==> src/rtl/int_flag_shadow.sv <==
// int_flag_shadow
// Interrupt-side companion to the MCU flag register.
// - Synchronises an external interrupt line and detects its rising edge.
// - Latches the edge into a sticky pending bit.
// - Presents a request gated by the I flag and by the IDLE state.
// - Saves C/Z on acknowledge and replays them with a one-cycle restore strobe on RETI.
// Optional feature: define INT_OVERRUN_EN to build the sticky overrun indicator.
// Without that macro, INT_OVR is tied low and no overrun logic is built.
// SYNC_STAGES must be in the range 2 to 4.

module int_flag_shadow #(
    parameter int SYNC_STAGES = 2
) (
    input  logic CLK,
    input  logic RST,
    input  logic INTR,
    input  logic I_SET,
    input  logic I_CLR,
    input  logic INT_ACK,
    input  logic RETI,
    input  logic RETI_IE,
    input  logic C_FLG,
    input  logic Z_FLG,
    output logic INT_REQ,
    output logic I_FLG,
    output logic SHAD_C,
    output logic SHAD_Z,
    output logic FLG_RESTORE,
    output logic INT_OVR
);

    typedef enum logic {
        ST_IDLE    = 1'b0,
        ST_SERVICE = 1'b1
    } state_t;

    state_t                 r_state;
    state_t                 w_state_next;
    logic [SYNC_STAGES-1:0] r_sync;
    logic                   r_hist;
    logic                   r_pend;
    logic                   r_i_flg;
    logic                   r_shad_c;
    logic                   r_shad_z;
    logic                   r_flg_restore;
    logic                   w_edge;
    logic                   w_int_req;
    logic                   w_accept;
    logic                   w_return;

    // Synchroniser chain: stage 0 samples the raw line, and each later stage follows the one before it.
    genvar gi;
    generate
        for (gi = 0; gi < SYNC_STAGES; gi++) begin : g_sync
            if (gi == 0) begin : g_first
                // First stage captures the asynchronous input
                always_ff @(posedge CLK) begin
                    if (RST) r_sync[gi] <= 1'b0;
                    else     r_sync[gi] <= INTR;
                end
            end else begin : g_rest
                // Later stages shift the sample along the chain
                always_ff @(posedge CLK) begin
                    if (RST) r_sync[gi] <= 1'b0;
                    else     r_sync[gi] <= r_sync[gi-1];
                end
            end
        end
    endgenerate

    // History flop holds the previous synchronised value for edge detection
    always_ff @(posedge CLK) begin
        if (RST) r_hist <= 1'b0;
        else     r_hist <= r_sync[SYNC_STAGES-1];
    end

    assign w_edge    = r_sync[SYNC_STAGES-1] & ~r_hist;
    assign w_int_req = r_pend & r_i_flg & (r_state == ST_IDLE);

    // Next state and acceptance qualifiers; ACK only counts while a request is shown
    always_comb begin
        w_state_next = r_state;
        w_accept     = 1'b0;
        w_return     = 1'b0;
        case (r_state)
            ST_IDLE: begin
                if (INT_ACK && w_int_req) begin
                    w_accept     = 1'b1;
                    w_state_next = ST_SERVICE;
                end
            end
            ST_SERVICE: begin
                if (RETI) begin
                    w_return     = 1'b1;
                    w_state_next = ST_IDLE;
                end
            end
            default: w_state_next = ST_IDLE;
        endcase
    end

    // State register
    always_ff @(posedge CLK) begin
        if (RST) r_state <= ST_IDLE;
        else     r_state <= w_state_next;
    end

    // Sticky pending bit; a fresh edge beats the clear from a simultaneous acknowledge
    always_ff @(posedge CLK) begin
        if (RST)           r_pend <= 1'b0;
        else if (w_edge)   r_pend <= 1'b1;
        else if (w_accept) r_pend <= 1'b0;
    end

    // I flag: the ACK clear and the RETI load override SEI/CLI, and CLI beats SEI
    always_ff @(posedge CLK) begin
        if (RST)           r_i_flg <= 1'b0;
        else if (w_accept) r_i_flg <= 1'b0;
        else if (w_return) r_i_flg <= RETI_IE;
        else if (I_CLR)    r_i_flg <= 1'b0;
        else if (I_SET)    r_i_flg <= 1'b1;
    end

    // Shadow flags are captured only when an interrupt is accepted
    always_ff @(posedge CLK) begin
        if (RST) begin
            r_shad_c <= 1'b0;
            r_shad_z <= 1'b0;
        end else if (w_accept) begin
            r_shad_c <= C_FLG;
            r_shad_z <= Z_FLG;
        end
    end

    // Restore strobe lasts one cycle, because the state is IDLE after each RETI
    always_ff @(posedge CLK) begin
        if (RST) r_flg_restore <= 1'b0;
        else     r_flg_restore <= w_return;
    end

`ifdef INT_OVERRUN_EN
    logic r_ovr;

    // Overrun: an edge that arrives while a request is still pending; a same-cycle ACK clear loses
    always_ff @(posedge CLK) begin
        if (RST)                  r_ovr <= 1'b0;
        else if (w_edge && r_pend) r_ovr <= 1'b1;
        else if (w_accept)         r_ovr <= 1'b0;
    end

    assign INT_OVR = r_ovr;
`else
    assign INT_OVR = 1'b0;
`endif

    assign INT_REQ     = w_int_req;
    assign I_FLG       = r_i_flg;
    assign SHAD_C      = r_shad_c;
    assign SHAD_Z      = r_shad_z;
    assign FLG_RESTORE = r_flg_restore;

endmodule

==> config.mk <==
export PLATFORM = sky130hd
export DESIGN_NAME = int_flag_shadow
export DESIGN_NICKNAME = d
export VERILOG_FILES = /design/src/rtl/int_flag_shadow.sv
export SDC_FILE = /design/constraint.sdc
export NUM_CORES = 1
export LEC_CHECK = 0
export CORE_AREA = 2 2 39 41
export DETAILED_ROUTE_END_ITERATION = 6
export DIE_AREA = 0 0 41 43
export PLACE_DENSITY = 0.6
export SLEW_MARGIN = 10
export SYNTH_ARGS = -nofsm -noshare
export SYNTH_HDL_FRONTEND = slang
export SYNTH_SLANG_ARGS = --single-unit
==> constraint.sdc <==
create_clock -name CLK -period 0.85 [get_ports CLK]
set_input_delay 0.1275 -clock CLK [delete_from_list [all_inputs] [get_ports CLK]]
set_output_delay 0.1275 -clock CLK [all_outputs]
set_load 0.05 [all_outputs]
Word level (Yosys, flattened, before mapping)
Index checks and enable logic that the tools add are counted.
{"block": "op_classes", "mux": 11, "bitwise": 5, "n_reduce_logical": 4}
{"op": "1-bit two-way mux", "count": 10}
{"op": "1-bit bitwise AND", "count": 3}
{"op": "3-bit nonzero test", "count": 1}
{"op": "1-bit inverter", "count": 2}
{"op": "1-bit one-hot mux with 2 select lines", "count": 1}
{"op": "2-bit nonzero test", "count": 1}
{"op": "2-bit OR reduction", "count": 1}
{"op": "1-bit logical AND", "count": 1}
{"block": "word_totals", "regBits": 9, "inputBits": 10, "out_inout_bits": 6}

Depth between registers and ports, before layout
{"block": "logic_depth", "word_depth": 7, "ltp_mapped": 3}

Least setup slack after synthesis
No wires, ideal clock.
{"block": "synth_path", "kind": "reg-to-reg", "startpoint": "register r_i_flg, in the netlist I_FLG", "endpoint": "register r_i_flg, in the netlist I_FLG", "arrival_time_ps": 1657, "required_ps": 690, "slack_ps": -966, "path_stages_with_launch": 4, "path_buffers": 0, "synth_period_minus_slack_ps": 1816, "path_cell_list": "dfxtp_1 nand2_1 nor2_1 a221oi_2"}
{"block": "synth_between", "elab_chain_len": 6}
{"item": "start, declared", "line": "42", "text": "logic r_i_flg;"}
{"item": "start signal, assigned", "line": "117", "text": "if (RST) r_i_flg <= 1'b0;"}
{"item": "start signal, assigned", "line": "118", "text": "else if (w_accept) r_i_flg <= 1'b0;"}
{"item": "start signal, assigned", "line": "119", "text": "else if (w_return) r_i_flg <= RETI_IE;"}
{"item": "1-bit bitwise AND (2 in series)", "line": "78", "text": "assign w_int_req = r_pend & r_i_flg & (r_state == ST_IDLE);"}
{"item": "named net INT_REQ", "line": "24", "text": "output logic INT_REQ,"}
{"item": "1-bit logical AND", "line": "87", "text": "if (INT_ACK && w_int_req) begin"}
{"item": "1-bit two-way mux", "line": "87"}
{"item": "1-bit two-way mux", "line": "85", "text": "case (r_state)"}
{"item": "2-bit OR reduction (no source line)"}
The timed path passes the listed nets, and every way through them passes these cells.
A chain may end at the register's enable or synchronous reset.

Worst setup path in the final report
{"block": "layout_path", "startpoint": "register r_state", "endpoint": "output INT_REQ"}
{"block": "layout_between", "elab_chain_len": 2}
{"item": "start, declared", "line": "37", "text": "state_t r_state;"}
{"item": "start signal, assigned", "line": "105", "text": "else r_state <= w_state_next;"}
{"item": "1-bit inverter"}
{"item": "1-bit bitwise AND", "line": "78"}
{"item": "end, declared", "line": "24"}
Every way passes these cells.

==> run_results.csv <==
group,metric,value,unit
status,status,"finished with violations",
status,violations,"negative setup slack",
placed_design,dp_hpwl,527,µm
worst_hold_path,min_path_cells,2,
logic_synthesis,syn_area,338,µm²
clock_tree,clockBufferDepth,2,
drt,wl,736,µm
floorplanning,die_area,0.00176,mm²
floorplanning,die_h,43,µm
global_routing,grt_pass1_wl,1170,µm
clock_tree,htree_levels,1,
global_routing,antenna_found_initial,0,
finish,drive_above_1_share,52.5,%
clock_tree,cts_tree,"built",
power_and_ir_drop,ir_drop,582,µV
clock_tree,clockRootBuffer,"clkbuf_4",
power_and_ir_drop,total_power,0.000886,W
global_routing,grt.total_usage,10.6,%
sta,hold_viol_final,0,
finish,nets,70,
drt,antenna_left,0,
finish,diodes,0,
sta,setup_ws,-0.239,ns
sta,period_share,128,%
floorplanning,io_pins,16,
drt,post-route-drc-count,0,
sta,drv_slew,0,
setup_path,cp_max_fo,2,
setup_path,required,0.72,ns
floorplanning,row_count,14,
logic_synthesis,synth_warnings,0,
logic_synthesis,synth.distinct_cells,15,
drt,drt_iter0_markers,4,
global_routing,grt_overflow,0,
sta,final.setup.tns,-0.977,ns
logic_synthesis,yosysTopAreaCell,"dfxtp_1",
logic_synthesis,yosysSeqAreaShare,53.3,%
setup_path,arrival,0.96,ns
floorplanning,start_util,24.4,%
setup_path,criticalPathCategory,"flop to output port",
setup_path,rr_worst_depth,4,
setup_path,end_kind,"output port",
placed_design,dp_slack,-0.297,ns
global_routing,grt_max_degree,10,
sta,finalSetupViolations,10,
drt,viasPerCell,4.00,
worst_hold_path,hp-class,"primary input to flop",
floorplanning,core,0.00138,mm²
logic_synthesis,synth_area_leaders,"dfxtp_1, nor2b_1, nand4b_4, mux2i_1, nor2_1",
placed_design,portBuffers,14,
finish,area_delta_synth_final,101,%
placed_design,dpl_cell_area,601,µm²
setup_path,r2r_slack,-0.16,ns
clock_tree,holdBufCountCts,0,
drt,drt_pre_antenna_iters,4,
power_and_ir_drop,power_density,1310,mW/mm²
drt,vias,300,
sta,fin_crit,1.09,ns
logic_synthesis,synth.avg_cell_area,10.2,µm²
clock_tree,clk_latency,0.25,ns
clock_tree,numCtsBuffers,3,
sta,fmax,0.918,GHz
setup_path,start_kind,"flop",
placed_design,dp_cells,67,
clock_tree,clock-sinks,9,
placed_design,place_congestion,0.601,
logic_synthesis,ys_ff_latch,9,
floorplanning,die_w,41,µm
job,drv_cap,0,
global_routing,grt_pass1_vias,275,
clock_tree,clk_pin_slew_worst_paths,0.06,ns
finish,fin_area,678,µm²
logic_synthesis,yosys.area.top_type_share,53.3,%
sta,rsz0062_at_grt,"yes",
drt,routedWlPerCell,9.81,µm
logic_synthesis,syn-num-nets,43,
power_and_ir_drop,p_leak,0.300,nW
finish,fin_cells,75,
logic_synthesis,syn_inst,33,
sta,fin_skew,0.00126,ns
synth_stat cells:
cell      number
a21oi_1        2
a221oi_2       1
buf_4          1
clkbuf_1       1
conb_1         1
dfxtp_1        9
inv_1          1
mux2i_1        2
nand2_1        2
nand2b_1       1
nand3_1        1
nand4b_4       1
nor2_1         5
nor2b_1        4
o211ai_1       1
flip-flops by register name, indices dropped and copies added, names as in the netlist:
signal / flops
r_sync: 2
I_FLG: 1
FLG_RESTORE: 1
SHAD_C: 1
r_hist: 1
SHAD_Z: 1
r_state: 1
r_pend: 1
stage by stage:
step | utilization [%] | hold WS (ns)
finish | 49.0 | 0.448
floorplan | - | 0.212
global placement | 43.4 | 0.416
detailed placement | 43.4 | 0.453
CTS | 48.6 | 0.451
global route | 49.0 | 0.459
layout by cell type, fill, tap and decap left out:
master and n:
a21oi_2 2, a221oi_2 1, buf_12 5, buf_4 8, buf_6 2, clkbuf_1 1, clkbuf_4 3, clkdlybuf4s50_1 9
conb_1 1, dfxtp_1 3, dfxtp_2 4, dfxtp_4 2, inv_1 1, mux2i_1 2, nand2_2 2, nand2b_1 1
nand3_1 1, nand4b_4 1, nor2_1 4, nor2_4 1, nor2b_1 4, o211ai_1 1
path summary, 6_finish.rpt:
| path | from | end |
|---|---|---|
| hold / removal | INTR | r_sync[0] |
| hold reg to reg | r_sync[0] | r_sync[1] |
| setup reg to reg | r_state | SHAD_C |
| setup / recovery | r_state | INT_REQ |
logic make-up (layout without fill, tap and decap cells):
kind of cell | count (synthesis) | after routing | synth area share (%)
simple gates | 14 | 14 | 25.6
flops | 9 | 9 | 53.3
compound gates | 4 | 4 | 9.63
buf+inv | 3 | 29 | 4.44
mux | 2 | 2 | 5.93
other cells | 1 | 1 | 1.11
cell type report:
cell class / count / area [µm²]
sequential: 9 / 193
multi-input combinational: 21 / 163
tap: 16 / 20.0
timing repair buffer: 24 / 273
inverter: 1 / 3.75
clock buffer: 4 / 26.3
fill: 127 / 706
report_power, final:
part | internal, W | switching [W] | total (W) | leakage, nW
registers | 0.000431 | 0.00000928 | 0.000440 | 0.0768
clock network | 0.000180 | 0.000135 | 0.000315 | 0.0150
logic | 0.0000783 | 0.0000533 | 0.000132 | 0.208
worst max-delay path: stages, from the launching register on:
cell	delay [ns]
dfxtp_2	0.33
buf_6	0.11
nor2_4	0.13
buf_12	0.14
timing repair:
action                                  in CTS  in global routing
gates resized for setup                      7                  2
buffers inserted                             4                  0
pin swaps                                    3                  0
endpoints found under the setup margin       9                 11
cloned                                       0                  0
layer usage:
metal	GRT usage [%]	routed length, µm	vias to the layer above
met1	13.1	320	133
met5	0	0	-
met4	8.00	0	0
li1	-	-	158
met3	3.14	49	0
met2	14.7	366	9
(Power assumes the default switching activity.)
